===== config.mk =====
export PLATFORM = sky130hd
export DESIGN_NAME = imm_gen_pipe
export DESIGN_NICKNAME = d
export VERILOG_FILES = /design/src/rtl/imm_gen_pipe.sv
export SDC_FILE = /design/constraint.sdc
export NUM_CORES = 1
export LEC_CHECK = 0
export ABC_AREA = 1
export BUFFER_PORTS_ARGS = -buffer_cell sky130_fd_sc_hd__buf_2
export CORE_MARGIN = 5
export CORE_UTILIZATION = 50
export CTS_CLUSTER_SIZE = 40
export DETAILED_ROUTE_END_ITERATION = 7
export MAX_ROUTING_LAYER = met4
export PLACE_DENSITY = 0.68
export SLEW_MARGIN = 30
export SYNTH_ARGS = -nofsm -noshare
export SYNTH_HDL_FRONTEND = slang
export SYNTH_SLANG_ARGS = --single-unit

===== constraint.sdc =====
create_clock -name clk -period 2.8 [get_ports clk]
set_clock_uncertainty 0.2 [all_clocks]
set_input_delay 0.28 -clock clk [delete_from_list [all_inputs] [get_ports clk]]
set_output_delay 0.28 -clock clk [all_outputs]
set_load 0.02 [all_outputs]

===== src/rtl/imm_gen_pipe.sv =====
// imm_gen_pipe: decode-stage immediate generator with a 2-entry valid/ready output buffer
module imm_gen_pipe #(
  parameter int XLEN  = 32,
  parameter int CNT_W = 16
) (
  input  logic             clk,
  input  logic             rst,
  input  logic             flush,
  input  logic             in_valid,
  output logic             in_ready,
  input  logic [31:0]      in_inst,
  output logic             out_valid,
  input  logic             out_ready,
  output logic [31:0]      out_inst,
  output logic [XLEN-1:0]  out_imm,
  output logic [2:0]       out_fmt,
  output logic             out_illegal,
  output logic [CNT_W-1:0] stat_cnt
);
  logic [1:0]       count_q, count_d;
  logic [31:0]      inst_q [2], inst_d [2];
  logic [XLEN-1:0]  imm_q  [2], imm_d  [2];
  logic [2:0]       fmt_q  [2], fmt_d  [2];
  logic             ill_q  [2], ill_d  [2];
  logic [CNT_W-1:0] stat_q, stat_d;
  logic [6:0]       op;
  logic [63:0]      s64, imm64;
  logic [2:0]       dec_fmt;
  logic             is_r, is_i, is_s, is_b, is_u, is_j, push, pop, wr;
  assign in_ready    = (count_q != 2'd2) && !flush;
  assign out_valid   = count_q != 2'd0;
  assign push        = in_valid && in_ready;
  assign pop         = out_valid && out_ready;
  assign out_inst    = inst_q[0];
  assign out_imm     = imm_q[0];
  assign out_fmt     = fmt_q[0];
  assign out_illegal = ill_q[0];
  assign stat_cnt    = stat_q;
  // Classify the opcode and build the immediate at 64 bits, truncated to XLEN on write
  always_comb begin
    op      = in_inst[6:0];
    s64     = {64{in_inst[31]}};
    is_r    = op == 7'h33 || (op == 7'h3B && XLEN == 64);
    is_i    = op == 7'h13 || op == 7'h03 || op == 7'h67 || op == 7'h73 || (op == 7'h1B && XLEN == 64);
    is_s    = op == 7'h23;
    is_b    = op == 7'h63;
    is_u    = op == 7'h37 || op == 7'h17;
    is_j    = op == 7'h6F;
    dec_fmt = is_r ? 3'd0 : is_i ? 3'd1 : is_s ? 3'd2 : is_b ? 3'd3 : is_u ? 3'd4 : is_j ? 3'd5 : 3'd7;
    imm64   = is_i ? {s64[63:12], in_inst[31:20]} :
              is_s ? {s64[63:12], in_inst[31:25], in_inst[11:7]} :
              is_b ? {s64[63:12], in_inst[7], in_inst[30:25], in_inst[11:8], 1'b0} :
              is_u ? {s64[63:32], in_inst[31:12], 12'h000} :
              is_j ? {s64[63:20], in_inst[19:12], in_inst[20], in_inst[30:21], 1'b0} : 64'd0;
  end
  // FIFO next state: entry 0 is always the head, pop shifts, push fills the first free slot
  always_comb begin
    count_d = count_q;
    inst_d  = inst_q;
    imm_d   = imm_q;
    fmt_d   = fmt_q;
    ill_d   = ill_q;
    stat_d  = stat_q + CNT_W'(push);
    wr      = !(count_q == 2'd0 || pop);
    if (flush) begin
      count_d = 2'd0;
    end else begin
      count_d = count_q + {1'b0, push} - {1'b0, pop};
      if (pop) begin
        inst_d[0] = inst_q[1];
        imm_d[0]  = imm_q[1];
        fmt_d[0]  = fmt_q[1];
        ill_d[0]  = ill_q[1];
      end
      if (push) begin
        inst_d[wr] = in_inst;
        imm_d[wr]  = imm64[XLEN-1:0];
        fmt_d[wr]  = dec_fmt;
        ill_d[wr]  = dec_fmt == 3'd7;
      end
    end
  end
  // State registers, cleared by reset
  always_ff @(posedge clk) begin
    if (rst) begin
      count_q <= 2'd0;
      inst_q  <= '{default: '0};
      imm_q   <= '{default: '0};
      fmt_q   <= '{default: '0};
      ill_q   <= '{default: '0};
      stat_q  <= '0;
    end else begin
      count_q <= count_d;
      inst_q  <= inst_d;
      imm_q   <= imm_d;
      fmt_q   <= fmt_d;
      ill_q   <= ill_d;
      stat_q  <= stat_d;
    end
  end
endmodule

=== After elaboration in Yosys (flattened, before gate mapping) ===
Cells that the tools add are included.

* Reduce and logical (&&, ||, !) cells: 15
* Eq/ne operators: 12
* Order comparisons: 2
* Add/subtract/negate cells: 3
* Muxes and demuxes: 33
* Bitwise gates (word level): 2

{| class="wikitable"
|+ Operators with widths
! cell !! count
|-
| 2-to-1 mux 32 bit || 10
|-
| bitwise mux 64 bit || 2
|-
| 2-to-1 mux 64 bit || 2
|-
| demux 32 bit (select 1 bit) || 1
|-
| equality test 7 bit, second input constant || 4
|-
| equality test 7 x 6 -> 1 bit, second input constant || 3
|-
| 2-to-1 mux 3 bit || 7
|-
| adder 16 x 1 -> 16 bit || 1
|-
| equality test 7 x 5 -> 1 bit, second input constant || 2
|-
| equality test 7 x 2 -> 1 bit, second input constant || 1
|-
| bitwise mux 6 bit || 1
|-
| 2-to-1 mux 2 bit || 3
|-
| 2-to-1 mux 6 bit || 1
|-
| logical OR 1 bit || 5
|-
| logical AND 1 bit || 4
|-
| demux 3 bit (select 1 bit) || 1
|-
| equality test 3 bit, second input constant || 1
|-
| 2-to-1 mux 1 bit || 3
|-
| adder 2 x 1 -> 2 bit || 1
|-
| bitwise mux 2 bit || 1
|-
| greater-or-equal comparator 2 bit, second input constant || 1
|-
| logical NOT 1 bit || 2
|-
| logical NOT 2 bit || 1
|-
| < comparator 2 x 1 -> 1 bit, second input constant || 1
|-
| other kinds (8) || 8
|}

* Register bits: 154
* Logic and storage cells: 77

=== Longest topological paths before layout ===
* Word-level depth: 11
* Mapped depth: 13
* Gate-level depth less buffers: 13

=== Worst setup path before layout ===
Ideal clock, no wire load.

* Path type: register to register
* Start: register count_q[0]
* End: register stat_q[8], in the netlist stat_cnt[8]
* Stages on the path, launching flop included: 14
* Buffers on the path: 0
* Required time: 2.481 ns
* Setup slack: 0.464 ns
* Library setup time: 0.119 ns
* Arrival time: 2.017 ns
* Cell sequence: dfxtp_1 -> inv_2 -> a21oi_2 -> nand2_2 -> inv_1 -> ha_1 -> ha_1 -> nand2_1 -> inv_1 -> nand2_1 -> nor3_1 -> nand3_1 -> o21ai_0 -> a21oi_1

* Cells in the longest elaborated chain, start to end: 4

{| class="wikitable"
|+ Ends and longest elaborated chain
! element !! line !! source
|-
| start, declared || 20 || <nowiki>logic [1:0] count_q, count_d;</nowiki>
|-
| start signal, assigned || 93 || <nowiki>count_q <= count_d;</nowiki>
|-
| != test 2 bit || 30 || <nowiki>assign in_ready = (count_q != 2'd2) && !flush;</nowiki>
|-
| logical AND 1 bit || 30 ||
|-
| named net in_ready || 10 || <nowiki>output logic in_ready,</nowiki>
|-
| logical AND 1 bit || 32 || <nowiki>assign push = in_valid && in_ready;</nowiki>
|-
| adder 16 x 1 -> 16 bit || 63 || <nowiki>stat_d = stat_q + CNT_W'(push);</nowiki>
|-
| end signal, assigned || 98 || <nowiki>stat_q <= stat_d;</nowiki>
|-
| end, declared || 25 || <nowiki>logic [CNT_W-1:0] stat_q, stat_d;</nowiki>
|}

The timed path passes the listed nets, and every way through them passes these cells.
A chain may end at the register's enable or synchronous reset.

=== Worst setup path in the final report ===
* Start: input flush
* End: register stat_q[14], in the netlist stat_cnt[14]

* Cells in the longest elaborated chain, start to end: 4

{| class="wikitable"
|+ Ends and longest elaborated chain
! element !! line !! source
|-
| start, declared || 8 || <nowiki>input logic flush,</nowiki>
|-
| logical NOT 1 bit || 30 ||
|-
| logical AND 1 bit || 30 ||
|-
| logical AND 1 bit || 32 ||
|-
| adder 16 x 1 -> 16 bit || 63 ||
|}

No other way between the ends.

==> flow_metrics.tcl <==
set metrics [dict create \
    ys_ff_latch 154 \
    hold-worst-slack_ps 15.4 \
    post_cts_buffers 0 \
    initial_core_util 0.513 \
    yosysMostFrequentCell "nand2_1" \
    postCtsResizedCells 0 \
    place_congestion 0.872 \
    seq_area_frac_synth 0.377 \
    hp-class "input pin to register" \
    root_buffer "clkbuf_16" \
    area_growth_pct 13.2 \
    synth_common_cells "nand2_1, nor2_1, dfxtp_1, o21ai_0, inv_1" \
    critPathCaptureType "register" \
    viasPerCell 5.14 \
    max_freq_mhz 406 \
    wl_per_cell_um 14.8 \
    power_per_cell_area_mw_per_mm2 575 \
    clock_latency_ps 440 \
    required_ps 2910 \
    slew_violations 0 \
    port_buffers 122 \
    ir_drop_v 0.000469 \
    clk_pin_slew_ps 60 \
    post-route-min-period_ps 2460 \
    remaining_drc_errors 0 \
    mappedNetlistArea_mm2 0.00818 \
    vias 7986 \
    cts_made_buffers 17 \
    clk_path_buf_depth 2 \
    dieArea_mm2 0.0190 \
    min_period_over_period 0.879 \
    ant_nets 0 \
    ioPinCount 123 \
    reg2reg_depth 13 \
    h-tree-depth 4 \
    crit_fanout 4 \
    synth_largest_area_cell "dfxtp_1" \
    drive_gt1_frac 0.143 \
    synth_edf_count 0 \
    antenna_cells 0 \
    antenna_found_initial 0 \
    relSlewSlack 0.459 \
    synth-async-reset-ratio 0 \
    first_pass_iters 5 \
    leakage_uw 0.00436 \
    rsz0062_at_grt "false" \
    grtUsageTotal 0.253 \
    cts.sinks 154 \
    fin_util 0.581 \
    hpwl_mm 14.4 \
    yosysTopAreaCellShare 0.377 \
    n_fill_cell 1575 \
    status "complete, no violations" \
    synth.distinct_cells 32 \
    drt_first_iter_violations 584 \
    grt_max_degree 102 \
    fp.coreArea_mm2 0.0159 \
    die_h_um 138 \
    drt-total-wl_mm 23.0 \
    dieWidth_um 138 \
    crit_type "input pin to register" \
    grt_overflow_total 0 \
    yosys_warnings 0 \
    grt_pass1_wl_mm 36.9 \
    start_kind "input pin" \
    postPlaceCellArea_mm2 0.00835 \
    ys.flop_type "dfxtp_1" \
    design_area_mm2 0.00926 \
    grt_pass1_vias 7111 \
    cts_tree "yes" \
    synth_area_leaders "dfxtp_1, nand2_1, nor2_1" \
    min_delay_path_depth 3 \
    setup_viol_count_final 0 \
    maxCapViolCount 0 \
    synth_cells 1281 \
    hold_viol_final 0 \
    setup_tns_ps 0 \
    synth_area_per_cell_um2 6.38 \
    arrival_ps 2570 \
    rows 46 \
    fin_nets 1366 \
    tightest_slew_ps 812 \
    synth_nets 1322 \
]
## path summary, 6_finish.rpt
kind | startpoint | to | slack [ps]
max reg2reg | count_q[0] | stat_cnt[14] | 450
max | flush | stat_cnt[14] | 340
min reg2reg | register | register | 250
min | in_inst[20] | register | 20
## where the power goes
part | internal [uW] | total, uW | switching, uW
clock network | 1430 | 2400 | 974
logic | 201 | 604 | 403
registers | 2260 | 2310 | 50.9
total | 3890 | 5320 | 1430
## cell families (layout without fill, tap and decap cells)
family,count (synthesis),after routing,share of synthesized area
DFF,154,154,0.377
and+or+nand+nor,679,679,0.337
AOI/OAI and AO/OA,200,200,0.127
xor gates and xnor gates,2,2,0.00214
adders and majority gates,4,4,0.00612
buffers and inverters,242,299,0.151
## layout by cell type, fill, tap and decap left out
| cell | netlist | routed |
|---|---|---|
| a21oi_1 | 57 | 57 |
| a21oi_2 | 2 | 2 |
| a22oi_1 | 1 | 1 |
| buf_12 | 0 | 2 |
| buf_2 | 41 | 122 |
| buf_4 | 70 | 12 |
| bufinv_16 | 0 | 3 |
| clkbuf_1 | 21 | 1 |
| clkbuf_16 | 0 | 17 |
| clkbuf_8 | 0 | 1 |
| clkinv_1 | 1 | 1 |
| clkinv_4 | 0 | 5 |
| clkinvlp_4 | 0 | 5 |
| dfxtp_1 | 154 | 154 |
| dlygate4sd3_1 | 0 | 29 |
| ha_1 | 4 | 4 |
| inv_1 | 92 | 92 |
| inv_2 | 9 | 8 |
| inv_4 | 0 | 1 |
| nand2_1 | 394 | 393 |
| nand2_2 | 3 | 4 |
| nand3_1 | 71 | 71 |
| nand3b_1 | 2 | 2 |
| nand4_1 | 24 | 24 |
| nor2_1 | 170 | 168 |
| nor2_2 | 2 | 4 |
| nor2_4 | 3 | 3 |
| nor3_1 | 7 | 7 |
| o211ai_1 | 9 | 9 |
| o21a_1 | 1 | 1 |
| o21ai_0 | 126 | 126 |
| o21ai_1 | 3 | 3 |
| o21ai_2 | 1 | 1 |
| or2_2 | 2 | 2 |
| or3_1 | 1 | 1 |
| xnor2_1 | 1 | 1 |
| xor2_1 | 1 | 1 |
## timing repair
action,in CTS,in global routing
endpoints found under the hold margin,42,0
setup endpoints to repair,0,0
hold buffers,29,0
## metrics by stage
step / instances / power, uW / worst slack (ps)
global placement: 1493 / 2920 / 509
finish: 1554 / 5320 / 339
detailed placement: 1493 / 2930 / 451
floorplan: 1281 / 2790 / 464
CTS: 1554 / 5340 / 355
global route: 1554 / 5510 / 145
## worst max-delay path: stages
cell and delay, ps:
dlygate4sd3_1 540, buf_2 150, a21oi_2 130, nand2_2 130, inv_1 80, ha_1 160, ha_1 230, nand2_1 70
inv_1 110, nand2_1 90, nor3_1 260, nand3_1 130, xor2_1 160, nor2_1 50
## routing by layer
| metal | global-route usage | wire length [um] |
|---|---|---|
| met5 | - | 0 |
| met4 | 0.0686 | 374 |
| met3 | 0.0544 | 1760 |
| met2 | 0.388 | 10400 |
| met1 | 0.341 | 10500 |
## final cells by class
cell class	count	area, um^2	area share
Clock buffer	19	443	0.0479
Clock inverter	13	171	0.0185
Inverter	102	385	0.0416
Multi-Input combinational cell	885	3870	0.418
Sequential cell	154	3080	0.333
Tap cell	216	270	0.0292
Timing Repair Buffer	165	1030	0.111
No activity file was read; power rests on OpenSTA's default activity.
